--- config.mk ---
export PLATFORM = sky130hd
export DESIGN_NAME = fetch_controller
export DESIGN_NICKNAME = d
export VERILOG_FILES = /design/src/rtl/fetch_controller.sv
export SDC_FILE = /design/constraint.sdc
export NUM_CORES = 1
export LEC_CHECK = 0
export BUFFER_PORTS_ARGS = -buffer_cell sky130_fd_sc_hd__clkbuf_2
export CAP_MARGIN = 25
export CORE_UTILIZATION = 54
export CTS_BUF_LIST = sky130_fd_sc_hd__clkbuf_8
export CTS_CLUSTER_SIZE = 12
export DETAILED_ROUTE_END_ITERATION = 16
export PLACE_DENSITY = 0.87
export SLEW_MARGIN = 40
export SYNTH_ARGS = -nofsm -noshare
export SYNTH_HDL_FRONTEND = slang
export SYNTH_SLANG_ARGS = --single-unit
--- constraint.sdc ---
create_clock -name clk -period 6.2 [get_ports clk]
set_input_delay 1.24 -clock clk [delete_from_list [all_inputs] [get_ports clk]]
set_output_delay 1.24 -clock clk [all_outputs]
set_load 0.01 [all_outputs]
--- src/rtl/fetch_controller.sv ---
// Fetch-stage sequencer for the RV32I pipeline: single-outstanding imem handshake,
// one-entry decode-stall buffer, redirect/flush handling. Optional perf counters: FETCH_PERF_CNT_EN.
module fetch_controller #(
  parameter int XLEN        = 32,
  parameter int BOOT_CYCLES = 4
) (
  input  logic            clk,
  input  logic            rst,
  input  logic            PCSrcE,
  input  logic [XLEN-1:0] PCTargetE,
  input  logic            StallD,
  input  logic            imem_ready,
  input  logic            imem_rvalid,
  input  logic [XLEN-1:0] imem_rdata,
  output logic            imem_req,
  output logic            StallF,
  output logic            PCSrcF,
  output logic [XLEN-1:0] PCTargetF,
  output logic [XLEN-1:0] InstrF,
  output logic            InstrValidF,
  output logic            FlushD
`ifdef FETCH_PERF_CNT_EN
  ,
  output logic [31:0]     FetchCnt,
  output logic [31:0]     RedirCnt
`endif
);

  typedef enum logic [1:0] {S_BOOT, S_FETCH, S_WAIT, S_HOLD} state_t;

  localparam int CW = (BOOT_CYCLES > 1) ? $clog2(BOOT_CYCLES) : 1;
  localparam logic [CW-1:0] BOOT_LAST = CW'((BOOT_CYCLES > 0) ? (BOOT_CYCLES - 1) : 0);
  localparam logic [CW-1:0] CNT_ONE   = CW'(1);
  // With no boot delay the first post-reset cycle must already be FETCH.
  localparam state_t RESET_STATE = (BOOT_CYCLES == 0) ? S_FETCH : S_BOOT;

  state_t          r_state, w_state_nxt;
  logic [CW-1:0]   r_boot_cnt, w_boot_cnt_nxt;
  logic            r_pend, w_pend_nxt;
  logic [XLEN-1:0] r_pend_target, w_pend_target_nxt;
  logic [XLEN-1:0] r_buffer, w_buffer_nxt;

  always_ff @(posedge clk or posedge rst) begin
    if (rst) begin
      r_state       <= RESET_STATE;
      r_boot_cnt    <= '0;
      r_pend        <= 1'b0;
      r_pend_target <= '0;
      r_buffer      <= '0;
    end else begin
      r_state       <= w_state_nxt;
      r_boot_cnt    <= w_boot_cnt_nxt;
      r_pend        <= w_pend_nxt;
      r_pend_target <= w_pend_target_nxt;
      r_buffer      <= w_buffer_nxt;
    end
  end

  always_comb begin
    imem_req          = 1'b0;
    StallF            = 1'b1;
    PCSrcF            = 1'b0;
    PCTargetF         = '0;
    InstrF            = '0;
    InstrValidF       = 1'b0;
    FlushD            = 1'b0;
    w_state_nxt       = r_state;
    w_boot_cnt_nxt    = r_boot_cnt;
    w_pend_nxt        = r_pend;
    w_pend_target_nxt = r_pend_target;
    w_buffer_nxt      = r_buffer;

    case (r_state)
      S_BOOT: begin
        FlushD = 1'b1;
        if (r_boot_cnt == BOOT_LAST) begin
          w_state_nxt    = S_FETCH;
          w_boot_cnt_nxt = '0;
        end else begin
          w_boot_cnt_nxt = r_boot_cnt + CNT_ONE;
        end
      end
      S_FETCH: begin
        if (PCSrcE) begin
          StallF    = 1'b0;
          PCSrcF    = 1'b1;
          PCTargetF = PCTargetE;
          FlushD    = 1'b1;
        end else begin
          imem_req = 1'b1;
          if (imem_ready) begin
            w_state_nxt = S_WAIT;
          end else begin
            w_state_nxt = S_FETCH;
          end
        end
      end
      S_WAIT: begin
        if (!imem_rvalid) begin
          // Remember the newest redirect; it is applied when the fetch returns.
          if (PCSrcE) begin
            w_pend_nxt        = 1'b1;
            w_pend_target_nxt = PCTargetE;
          end else begin
            w_pend_nxt = r_pend;
          end
        end else if (PCSrcE || r_pend) begin
          StallF      = 1'b0;
          PCSrcF      = 1'b1;
          PCTargetF   = PCSrcE ? PCTargetE : r_pend_target;
          FlushD      = 1'b1;
          w_pend_nxt  = 1'b0;
          w_state_nxt = S_FETCH;
        end else if (!StallD) begin
          InstrValidF = 1'b1;
          InstrF      = imem_rdata;
          StallF      = 1'b0;
          w_state_nxt = S_FETCH;
        end else begin
          w_buffer_nxt = imem_rdata;
          w_state_nxt  = S_HOLD;
        end
      end
      S_HOLD: begin
        if (PCSrcE) begin
          StallF      = 1'b0;
          PCSrcF      = 1'b1;
          PCTargetF   = PCTargetE;
          FlushD      = 1'b1;
          w_state_nxt = S_FETCH;
        end else begin
          InstrValidF = 1'b1;
          InstrF      = r_buffer;
          if (!StallD) begin
            StallF      = 1'b0;
            w_state_nxt = S_FETCH;
          end else begin
            w_state_nxt = S_HOLD;
          end
        end
      end
      default: begin
        FlushD      = 1'b1;
        w_state_nxt = RESET_STATE;
      end
    endcase

    // Reset forces the idle/flush output pattern even when the reset state is FETCH.
    if (rst) begin
      imem_req    = 1'b0;
      StallF      = 1'b1;
      PCSrcF      = 1'b0;
      PCTargetF   = '0;
      InstrF      = '0;
      InstrValidF = 1'b0;
      FlushD      = 1'b1;
    end else begin
      FlushD = FlushD;
    end
  end

`ifdef FETCH_PERF_CNT_EN
  logic [31:0] r_fetch_cnt;
  logic [31:0] r_redir_cnt;

  always_ff @(posedge clk or posedge rst) begin
    if (rst) begin
      r_fetch_cnt <= 32'd0;
      r_redir_cnt <= 32'd0;
    end else begin
      if (InstrValidF && !StallD) begin
        r_fetch_cnt <= r_fetch_cnt + 32'd1;
      end
      if (PCSrcF) begin
        r_redir_cnt <= r_redir_cnt + 32'd1;
      end
    end
  end

  assign FetchCnt = r_fetch_cnt;
  assign RedirCnt = r_redir_cnt;
`endif

endmodule

==> results.sh <==
export IMPL_final_core_utilization=0.699
export IMPL_path_cells="clkbuf_2 -> inv_2 -> buf_6 -> and4_4 -> a22o_1 -> clkbuf_2"
export IMPL_share_of_flip_flops_with_an_asynchronous_set_or_reset=1.00
export IMPL_cts_hold_buffers=0
export IMPL_core_region_area_um2=6490
export IMPL_share_clk_of_total_power=0.183
export IMPL_worstSkewPairLatency_ns=0.33
export IMPL_clock_skew_final_ns=0.00776
export IMPL_cp_slowest_cell="sky130_fd_sc_hd__and4_4"
export IMPL_failing_checks="DRC"
export IMPL_hpwl_um=5710
export IMPL_synth_compound_area_share=0.169
export IMPL_share_comb_of_total_power=0.313
export IMPL_post_synth_main_area_contributors="sky130_fd_sc_hd__dfrtp_1, sky130_fd_sc_hd__mux2_4, sky130_fd_sc_hd__mux2_2"
export IMPL_max_cap_violations=0
export IMPL_synth_top_family_by_area="multiplexers"
export IMPL_synth_area_leader_cell="sky130_fd_sc_hd__dfrtp_1"
export IMPL_setup_viol=0
export IMPL_critPathKind="in2out"
export IMPL_cts_tree="yes"
export IMPL_instances_no_fill=505
export IMPL_areaGrowthSynthToFinish_pct=22.3
export IMPL_run_status="complete, but fails checks"
export IMPL_total_length_of_routed_wires_um=8080
export IMPL_grt_setup_unrepaired="no"
export IMPL_die_width_um=84.9
export IMPL_fmax_mhz=241
export IMPL_ctsHtreeMaxLevel=3
export IMPL_ys_types=31
export IMPL_critical_path_peak_fanout=70
export IMPL_synth_enable_flop_cells=0
export IMPL_finalNetCount=494
export IMPL_yosys_area_share_simple=0.0712
export IMPL_drt_initial_drc_count=141
export IMPL_die_span_in_y_um=84.9
export IMPL_synth_sequential_area_ratio=0.466
export IMPL_final_common_cell="sky130_fd_sc_hd__clkbuf_2"
export IMPL_timing_final_crit_share=0.669
export IMPL_number_of_instances_resized_during_post_cts_repair=0
export IMPL_seqPwrFrac=0.505
export IMPL_post_synth_fa_ha_maj_area_fraction=0.00337
export IMPL_synthesis_nets=369
export IMPL_syn_area_per_cell_um2=12.4
export IMPL_layout_common_cells="sky130_fd_sc_hd__clkbuf_2, sky130_fd_sc_hd__dfrtp_1, sky130_fd_sc_hd__nor2_1, sky130_fd_sc_hd__mux2_2"
export IMPL_initial_core_util=0.571
export IMPL_detailroute_via_count=2941
export IMPL_insertedDiodeCount=0
export IMPL_detail_route_drc_violations=12
export IMPL_crit_path_end_kind="primary output"
export IMPL_dieArea_um2=7200
export IMPL_cellLeakagePower_nw=2.30
export IMPL_number_of_global_route_vias_before_repair=2721
export IMPL_power_switching_share=0.310
export IMPL_crit_top_cell="sky130_fd_sc_hd__clkbuf_2"
export IMPL_drt_wirelength_per_cell_um=16.0
export IMPL_muxShareOfSynthArea=0.236
export IMPL_cts_reportedPaths_clkPinSlew_ns=0.06
export IMPL_clock_sink_count=69
export IMPL_synth_xor_area_frac=0
export IMPL_clk_path_buf_depth=2
export IMPL_track_usage=0.231
export IMPL_post_cts_setup_buffer_count=0
export IMPL_worst_max_slew_margin_expressed_relative_to_the_limit=0.580
export IMPL_dr_pass1_iterations=12
export IMPL_clock_tree_root_cell="sky130_fd_sc_hd__clkbuf_8"
export IMPL_layout_filler_cells=485
export IMPL_global_route_wire_length_before_repair_um=13000
export IMPL_tightest_slew_ns=0.630
export IMPL_num_io_pins=139
export IMPL_syn_instance_count=298
export IMPL_ir_worst_vdd_v=0.000165
export IMPL_type_of_the_most_critical_hold_path="reg2reg"
export IMPL_tns_ns=0
export IMPL_power_report_internal_total_mw=1.12
export IMPL_dpl_cell_count=489
export IMPL_routabilityCongestion=0.813
export IMPL_synth_ff_type="sky130_fd_sc_hd__dfrtp_1"
export IMPL_crit_path_start_kind="input pin"
export IMPL_ys_warnings_count=0
export IMPL_grt_ovfl_total=0
export IMPL_yosys_area_top_type_share=0.466
export IMPL_slew_violations=0
export IMPL_synth_area_um2=3710
export IMPL_std_cell_rows=29
export IMPL_hold_violations=0
export IMPL_drt_vias_per_instance=5.82
export IMPL_cp_data_required_time_ns=4.96
export IMPL_antenna_found_initial=0
export IMPL_post_route_cells_drive_above_1_share=0.540
export IMPL_cp_arrival_ns=2.91
export IMPL_power_per_cell_area_nw_per_um2=357
export IMPL_count_of_nets_left_with_antenna_violations_after_detail_routing=0
export IMPL_power_switching_uw=502
export IMPL_final_period_minus_worst_setup_slack_ns=4.15
export IMPL_io_buffers=138
export IMPL_tritoncts_num_buffers=9
export IMPL_critical_path_max_stage_delay_ns=0.57
export IMPL_synth_seq_cells=69
export IMPL_grt_max_degree=71
==> state kept, by name (all words and copies together), names as in the netlist <==
name and count:
r_buffer 32, r_boot_cnt 2, r_pend 1, r_pend_target 32
r_state 2
==> critical path, delay by kind of cell <==
kind                   cells  cell delay (ns)
AND/OR/NAND/NOR            1             0.57
buffers and inverters      4             0.83
AO/OA/AOI/OAI              1             0.21
==> metrics by stage <==
step                hold slack (ns)  instance area (µm²)  power, mW  setup slack, ns
floorplan                     0.459                 3710       1.18             1.42
global placement              0.472                 4350       1.29             1.91
detailed placement            0.493                 4370       1.33             1.82
CTS                           0.514                 4530       1.63             1.83
global route                  0.525                 4540       1.72             1.86
finish                        0.511                 4540       1.62             2.05
==> layer usage <==
metal	up-vias	routed length, µm	track usage
met3	8	649	0.0720
li1	1387	-	-
met4	0	82	0.0586
met1	1412	3510	0.308
met5	-	0	0
met2	134	3840	0.371
==> area by class of cell <==
type / count / area (µm²) / share of cell area
Clock buffer: 9 / 124 / 0.0273
Clock inverter: 7 / 35.0 / 0.00772
Inverter: 4 / 15.0 / 0.00331
Multi-Input combinational cell: 195 / 1790 / 0.395
Sequential cell: 69 / 1730 / 0.381
Tap cell: 77 / 96.3 / 0.0212
Timing Repair Buffer: 144 / 747 / 0.165
==> power groups by stage <==
stage          clock network (mW)  logic (mW)  registers, mW
2_1_floorplan                   0       0.421          0.761
3_3_place_gp                    0       0.482          0.808
3_5_place_dp                    0       0.515          0.811
4_1_cts                     0.303       0.512          0.814
5_1_grt                     0.328       0.553          0.841
6_report                    0.296       0.506          0.817
==> synth_stat cells, drive strengths merged (2+ instances only) <==
cell type  count
dfrtp         69
mux2          66
nor2          39
a22o          32
a32oi         32
buf           17
clkbuf        13
inv            4
nor3           4
a21oi          3
and3b          2
mux2i          2
nand2          2
nor4b          2
o21ai          2
==> logic make-up (layout without fill, tap and decap cells) <==
logic type | after synthesis | count (layout)
mux | 68 | 68
compound gates | 74 | 74
fa+ha+maj | 1 | 1
flops | 69 | 69
buf+inv | 34 | 164
simple gates | 52 | 52
==> worst paths after layout <==
path / slack [ns] / cells after the start / startpoint / end
worst max-delay path: 2.05 / 6 / rst / PCTargetF[17]
worst min-delay path: 0.51 / 1 / r_pend_target[19] / r_pend_target[19]
worst max register to register: 3.51 / 4 / r_state[1] / r_buffer[3]
worst min register to register: 0.51 / 1 / r_pend_target[19] / r_pend_target[19]
max in group asynchronous: 4.62 / 3 / rst / r_pend_target[26]
min in group asynchronous: 1.13 / 3 / rst / r_pend_target[6]
Note: power is estimated with default switching activity, not from simulation.
